[src/rtl/mips_mem_arbiter.sv]
// mips_mem_arbiter: shares one single-ported, fixed-latency unified memory
// between the MIPS core's instruction-fetch port and its data port.
// One access is outstanding at a time. Ties are broken round robin.
module mips_mem_arbiter #(
    parameter int LATENCY   = 2,    // cycles from m_en to m_rdata valid (1..15)
    parameter bit DATA_PRIO = 1'b1  // 1: data wins the first tie after reset
) (
    input  logic        clk,
    input  logic        reset,
    input  logic        i_req,
    input  logic [31:0] i_addr,
    output logic        i_ready,
    output logic        i_valid,
    output logic [31:0] i_rdata,
    input  logic        d_req,
    input  logic        d_we,
    input  logic [31:0] d_addr,
    input  logic [31:0] d_wdata,
    output logic        d_ready,
    output logic        d_valid,
    output logic [31:0] d_rdata,
    output logic        m_en,
    output logic        m_we,
    output logic [31:0] m_addr,
    output logic [31:0] m_wdata,
    input  logic [31:0] m_rdata,
    output logic        busy
);

    typedef enum logic [1:0] {IDLE, ISSUE, WAIT, RESP} state_t;

    // Counter value loaded on leaving ISSUE so that WAIT lasts LATENCY-1 cycles.
    localparam logic [3:0] WAIT_LAST = (LATENCY > 1) ? 4'(LATENCY - 2) : 4'd0;

    state_t      state;
    state_t      state_next;
    logic [3:0]  wait_cnt;
    logic        last_data;   // most recent accept went to the data port
    logic        own_data;    // current access belongs to the data port
    logic        own_we;      // current access is a write
    logic [31:0] addr_q;
    logic [31:0] wdata_q;
    logic [31:0] i_rdata_q;
    logic [31:0] d_rdata_q;
    logic        can_accept;
    logic        grant_i;
    logic        grant_d;
    logic        accept;
    logic        resp;

    // Accept decision: only in IDLE/RESP, round robin when both ports request.
    always_comb begin
        can_accept = reset && (state == IDLE || state == RESP);
        grant_d    = can_accept && d_req && (!i_req || !last_data);
        grant_i    = can_accept && i_req && (!d_req || last_data);
        accept     = grant_i || grant_d;
    end

    // State register; reset abandons any access in flight.
    always_ff @(posedge clk) begin
        if (!reset) state <= IDLE;
        else        state <= state_next;
    end

    // Next-state logic for the issue/wait/response sequence.
    always_comb begin
        state_next = state;
        case (state)
            IDLE:    if (accept) state_next = ISSUE;
            ISSUE:   state_next = (LATENCY == 1) ? RESP : WAIT;
            WAIT:    if (wait_cnt == 4'd0) state_next = RESP;
            RESP:    state_next = accept ? ISSUE : IDLE;
            default: state_next = IDLE;
        endcase
    end

    // Outputs; everything is forced low while reset is asserted so a
    // mid-access reset never produces a strobe or a valid pulse.
    always_comb begin
        resp    = reset && (state == RESP);
        i_ready = grant_i;
        d_ready = grant_d;
        m_en    = reset && (state == ISSUE);
        m_we    = m_en && own_we;
        m_addr  = addr_q;
        m_wdata = wdata_q;
        busy    = reset && (state != IDLE);
        i_valid = resp && !own_data;
        d_valid = resp && own_data;
        i_rdata = i_valid ? m_rdata : i_rdata_q;
        d_rdata = d_valid ? (own_we ? 32'd0 : m_rdata) : d_rdata_q;
    end

    // Request capture, latency counter and held read data.
    always_ff @(posedge clk) begin
        if (!reset) begin
            wait_cnt  <= 4'd0;
            last_data <= ~DATA_PRIO;
            own_data  <= 1'b0;
            own_we    <= 1'b0;
            addr_q    <= 32'd0;
            wdata_q   <= 32'd0;
            i_rdata_q <= 32'd0;
            d_rdata_q <= 32'd0;
        end else begin
            if (accept) begin
                own_data  <= grant_d;
                own_we    <= grant_d && d_we;
                addr_q    <= grant_d ? d_addr : i_addr;
                wdata_q   <= grant_d ? d_wdata : 32'd0;
                last_data <= grant_d;
            end
            if (state == ISSUE)
                wait_cnt <= WAIT_LAST;
            else if (state == WAIT && wait_cnt != 4'd0)
                wait_cnt <= wait_cnt - 4'd1;
            if (i_valid) i_rdata_q <= m_rdata;
            if (d_valid) d_rdata_q <= own_we ? 32'd0 : m_rdata;
        end
    end

endmodule

[config.mk]
export PLATFORM = sky130hd
export DESIGN_NAME = mips_mem_arbiter
export DESIGN_NICKNAME = d
export VERILOG_FILES = /design/src/rtl/mips_mem_arbiter.sv
export SDC_FILE = /design/constraint.sdc
export NUM_CORES = 1
export LEC_CHECK = 0
export CAP_MARGIN = 20
export CORE_AREA = 5 5 137 107
export DETAILED_ROUTE_END_ITERATION = 8
export DIE_AREA = 0 0 142 112
export HOLD_SLACK_MARGIN = 0.12
export PLACE_DENSITY = 0.84
export SKIP_CTS_REPAIR_TIMING = 1
export SLEW_MARGIN = 20
export SYNTH_ARGS = -nofsm -noshare
export SYNTH_HDL_FRONTEND = slang
export SYNTH_SLANG_ARGS = --single-unit
export TNS_END_PERCENT = 1
[constraint.sdc]
create_clock -name clk -period 5.9 [get_ports clk]
set_clock_uncertainty 0.05 [all_clocks]
set_input_delay 1.475 -clock clk [delete_from_list [all_inputs] [get_ports clk]]
set_output_delay 1.475 -clock clk [all_outputs]
set_load 0.05 [all_outputs]
==> results of run 1 <==
==> metal layers <==
| metal | share of wire [%] | wire, um |
|---|---|---|
| met1 | 40 | 7000 |
| met2 | 48 | 8250 |
| met3 | 10 | 1750 |
| met4 | 1.9 | 327 |
| met5 | 0 | 0 |
==> kinds of logic after synthesis <==
group                    count (synthesis)  synth area share [%]
XOR/XNOR                                 3                 0.465
adder cells (fa/ha/maj)                  5                  1.11
multiplexers                            33                  6.55
AO/OA/AOI/OAI                          111                  11.9
buffers and inverters                   59                  5.20
AND/OR/NAND/NOR                        275                  26.7
flip-flops                             136                  48.1
==> stage by stage <==
step | hold WS (ps) | total power (uW)
after global placement | 428 | 2220
final | 454 | 3270
after detailed placement | 441 | 2230
after floorplan | 430 | 1850
after CTS | 457 | 3300
after global routing | 475 | 3420
==> placed cells by master, fill, tap and decap left out, types with 3 or more instances in the layout <==
master	instances
mux2_2	19
nor3_2	18
clkdlybuf4s50_1	248
dfxtp_1	136
nand2b_1	33
ha_1	5
mux2_1	13
a21oi_1	4
inv_6	3
nor2b_1	12
clkinvlp_4	3
o21ai_1	19
inv_1	9
clkbuf_16	17
and2_1	65
a211oi_1	3
buf_4	22
o21ai_0	45
nor2_1	59
nand2_1	35
clkinv_4	3
a22oi_1	33
nor3_1	47
==> sequential cells by signal, indices dropped and copies added (netlist names) <==
register,count
own_we,1
wait_cnt,4
d_rdata_q,32
i_rdata_q,32
state,2
m_addr,32
m_wdata,32
own_data,1
==> area by class of cell <==
type	count	share of cell area, %
inverter	11	0.463
tap	175	2.45
clock inverter	13	1.63
timing repair buffer	273	30.2
sequential	136	30.5
multi-input combinational	427	29.7
clock buffer	19	5.07
==> power by group through the flow <==
stage,combinational (uW),sequential [uW],clock (uW)
5_1_grt,1200,1090,1130
3_3_place_gp,1130,1090,0
3_5_place_dp,1140,1090,0
2_1_floorplan,462,1380,0
6_report,1130,1080,1060
4_1_cts,1140,1080,1080
==> critical path: stages <==
cell and delay (ps):
buf_2 300, nand3_4 440, mux2_1 500, clkdlybuf4s50_1 710
==> path summary, 6_finish.rpt <==
kind	end	slack (ps)	cells past startpoint
worst max-delay path	i_rdata[1]	920	4
worst min-delay path	m_wdata[6]	450	2
worst max register to register	m_addr[3]	3220	8
worst min register to register	m_wdata[6]	450	2
==> impl_metrics.toml, run 1 <==
[sta]
setup_viol = 0
worstMarginPinSlew_ps = 743
hold_viol_final = 0
fmax_ghz = 0.201
slew_headroom_pct = 50.4
period_needed_ps = 4980
setup_tns_ps = 0
drv_slew = 0
period_share_pct = 84.4
rsz0062_at_grt = "no"
finalWorstSetupSlack_ps = 922

[power]
clkPwrFrac_pct = 32.4
p_seq_share_pct = 32.9
p_leak_uw = 0.00355
p_sw_uw = 1200
power.internal_uw = 2070
ir_drop_v = 0.000216
switching_share_pct = 36.6
power_density_nw_per_um2 = 366
pwr-share-comb_pct = 34.7

[yosys]
syn_inst = 622
synth.avg_cell_area_um2 = 9.09
synth.area.top_cells = "dfxtp_1 (48%), and2_1 (7.2%), a22oi_1 (4.4%), nor3_1 (4.2%), o21ai_0 (4.0%)"
ys_ff_latch = 136
synth_edf_count = 0
synth_fp_nets = 760
synth_common_cells = "dfxtp_1 (136), and2_1 (65), nor2_1 (59)"
synth_most_common_cell = "dfxtp_1"
async_flop_share_pct = 0
synth_largest_area_cell = "dfxtp_1"
ys.flop_type = "dfxtp_1"
synth_top_cell_area_share_pct = 48.1
ys_seq_area_share_pct = 48.1
yosys_warnings = 0
synth.distinct_cells = 38
syn_area_um2 = 5660

[global_route]
grt_pass1_vias = 5056
use_met2_pct = 34.8
antenna_found_initial = 0
grt_max_degree = 66
grt-busiest-layer = "met2"
grt_first_pass_wirelength_um = 26700
met1_usage_pct = 24.2
met3_usage_pct = 10.0
grt.total_usage_pct = 21.1
grt-ovfl-total = 0

[routing]
wl_per_cell_um = 16.4
antenna_left = 0
drt_iter0_markers = 182
via_per_inst = 4.90
vias = 5163
drt-pass1-iter-count = 4
routed_wirelength_um = 17300
drc = 0

[layout]
finish.cell_count_without_fillers = 1054
design_area_um2 = 8930
drive_gt1_share_pct = 11.6
nNetsFinal = 1004
synthToLayoutAreaGrowth_pct = 57.8
multi_input_area_um2 = 2650
final-seq-area_um2 = 2720
final_core_util_pct = 67.4
diodes = 0
fill_cells = 1051

[floorplan]
initial_utilization_pct = 42.7
ios = 268
die_h_um = 112
die_w_um = 142
core_area_um2 = 13200
rows = 37
dieArea_um2 = 15900

[flow_run]
drv_cap = 0

[critical_path]
worst_ep_arrival_time_ps = 3450
worstSetupPathType = "in2out"
critPathLaunch = "reset"
worst_setup_path_end_kind = "output port"
cp_max_fo = 33
startpoint_type = "input port"
worstPathRequired_ps = 4380
r2r_start = "state[0]"

[clock_tree]
cts_num_sinks = 136
clock_tree.buffer_depth = 2
root_buffer = "clkbuf_16"
cts.clk_slew.worst_paths_ps = 60
cts_tree = "yes"
cts_made_buffers = 17
clk_latency_ps = 400
h-tree-depth = 4

[min_path]
hold_start = "m_wdata[6]"
min_path_type = "reg2reg"

[placed_design]
place_congestion = 0.798
place_area_um2 = 8330
pre_cts_slack_ps = 889
place_inst = 1022
post-dp-hpwl_um = 12400
portBuffers = 267

[outcome]
status = "complete, no violations"
No activity file was read; power rests on OpenSTA's default activity.
==> run 2: changes to the inputs <==
--- a/config.mk
+++ b/config.mk
@@ -6,11 +6,11 @@
 export NUM_CORES = 1
 export LEC_CHECK = 0
 export CAP_MARGIN = 20
-export CORE_AREA = 5 5 137 107
+export CORE_AREA = 5 5 149 116
 export DETAILED_ROUTE_END_ITERATION = 8
-export DIE_AREA = 0 0 142 112
+export DIE_AREA = 0 0 154 121
 export HOLD_SLACK_MARGIN = 0.12
-export PLACE_DENSITY = 0.84
+export PLACE_DENSITY = 0.75
 export SKIP_CTS_REPAIR_TIMING = 1
 export SLEW_MARGIN = 20
 export SYNTH_ARGS = -nofsm -noshare
==> constraint.sdc (replaced) <==
create_clock -name clk -period 4.3 [get_ports clk]
set_clock_uncertainty 0.05 [all_clocks]
set_input_delay 1.075 -clock clk [delete_from_list [all_inputs] [get_ports clk]]
set_output_delay 1.075 -clock clk [all_outputs]
set_load 0.05 [all_outputs]
==> run 2 against run 1 <==
Net effect: wire length is 5.9% higher; first-iteration DRC count is 44% higher; register-to-register slack got worse by 1400 ps; critical path depth is 1 higher; final cell count is 3.5% higher; combinational power rose by 42%; worst hold slack lost 7.9 ps; power up 42%; non-clock buffer count rose by 3; largest cell class is now buffers.
==> impl_metrics.toml, run 2 (same netlist as run 1, synthesis figures left out) <==
[placed_design]
place_inst = 1060
portBuffers = 267
place_congestion = 0.796
post-dp-hpwl_um = 13000

[outcome]
status = "complete, no violations"

[global_route]
grt.total_usage_pct = 19.4
grt_max_degree = 71
grt-ovfl-total = 0
antenna_found_initial = 1
grt_first_pass_wirelength_um = 28400
grt_pass1_vias = 5021

[power]
p_seq_share_pct = 31.7
p_leak_uw = 0.00380
clkPwrFrac_pct = 33.6
switching_share_pct = 35.6
power_density_nw_per_um2 = 490
pwr-share-comb_pct = 34.7
ir_drop_v = 0.000330
p_sw_uw = 1660
power.internal_uw = 3000

[sta]
fmax_ghz = 0.256
worstMarginPinSlew_ps = 719
period_needed_ps = 3910
hold_viol_final = 0
period_share_pct = 90.9
drv_slew = 0
slew_headroom_pct = 52.0
rsz0062_at_grt = "no"
setup_tns_ps = 0
setup_viol = 0

[floorplan]
die_h_um = 121
initial_utilization_pct = 36.2
core_area_um2 = 15600
die_w_um = 154
rows = 40
ios = 268
dieArea_um2 = 18600

[layout]
layout_commonest_cell = "clkdlybuf4s50_1"
synthToLayoutAreaGrowth_pct = 67.9
diodes = 0
finish.cell_count_without_fillers = 1091
drive_gt1_share_pct = 17.4
most-common-layout-cells = "clkdlybuf4s50_1 (197), dfxtp_1 (136), and2_1 (65)"
nNetsFinal = 1007

[critical_path]
worstSetupPathType = "in2out"
worstPathRequired_ps = 3170
crit_slowest_cell = "mux2_1"
path_cells = "buf_2 > buf_4 > nand3_4 > mux2_1 > buf_4"
cp_top_family = "buffers and inverters"
critPathMostFrequentCell = "buf_4"
startpoint_type = "input port"
worst_setup_path_end_kind = "output port"
max_stage_delay_ps = 500
cp_max_fo = 47
cp.buffers_inverters = 3
worst_ep_arrival_time_ps = 2780

[clock_tree]
clock_tree.buffer_depth = 2
clk_latency_ps = 410
h-tree-depth = 4
cts_tree = "yes"
cts_made_buffers = 17
cts_num_sinks = 136
root_buffer = "clkbuf_16"
cts.clk_slew.worst_paths_ps = 60

[flow_run]
drv_cap = 0

[routing]
drt-pass1-iter-count = 4
drt_iter0_markers = 262
via_per_inst = 4.71
drc = 0
routed_wirelength_um = 18400
vias = 5143
wl_per_cell_um = 16.8
antenna_left = 0

[min_path]
min_path_type = "reg2reg"
[run 2: changes by cell type in the layout (fill, tap and decap cells not counted), sizes merged]
| cell | previous run | this run |
|---|---|---|
| inv | 14 | 13 |
| clkinv | 5 | 0 |
| clkbuf | 19 | 21 |
| clkinvlp | 3 | 4 |
| clkdlybuf4s50 | 248 | 197 |
| bufinv | 2 | 4 |
| buf | 25 | 79 |
[run 2: through the flow]
stage | hold slack, ps | power, uW | worst slack (ps) | util (%) | area, um2
2_1_floorplan | 430 | 2530 | 548 | - | 5660
3_3_place_gp | 428 | 3110 | 346 | 56.8 | 8870
3_5_place_dp | 432 | 3130 | 306 | 56.8 | 8870
4_1_cts | 450 | 4700 | 306 | 60.8 | 9500
5_1_grt | 479 | 4870 | 231 | 60.8 | 9500
6_report | 446 | 4650 | 391 | 60.8 | 9500
[run 2: power groups by stage]
stage          clock network (uW)  logic, uW  registers (uW)
2_1_floorplan                   0        634            1900
3_3_place_gp                    0       1610            1500
3_5_place_dp                    0       1630            1500
4_1_cts                      1600       1630            1480
5_1_grt                      1650       1720            1490
6_report                     1560       1610            1480
[run 2: final timing paths]
path | cells after the start | slack, ps | from | end
max | 5 | 390 | reset | i_rdata[2]
min | 2 | 450 | m_wdata[16] | m_wdata[16]
max reg2reg | 8 | 1860 | state[0] | m_addr[21]
min reg2reg | 2 | 450 | m_wdata[16] | m_wdata[16]
[run 2: worst register-to-register path, stage by stage, from the launching register on]
cell,delay (ps)
dfxtp_1,390
inv_1,120
ha_1,360
nand3b_1,180
a21o_2,220
inv_2,80
buf_4,570
nor3_1,230
nor3_2,180
[run 2: cell type report]
class	instances	area, um2
inverters	11	41.3
clock inverters	10	168
fillers	1300	6120
multi-input cells	427	2650
flip-flops and latches	136	2720
well taps	210	263
clock buffers	21	460
repair buffers	276	3190
[run 2: layer usage]
layer	global-route usage [%]	vias up	share of wire [%]
met5	0	-	0.071
met4	5.13	2	1.1
met3	8.98	18	9.9
met2	30.5	181	47
met1	24.1	2347	42
li1	-	2595	-
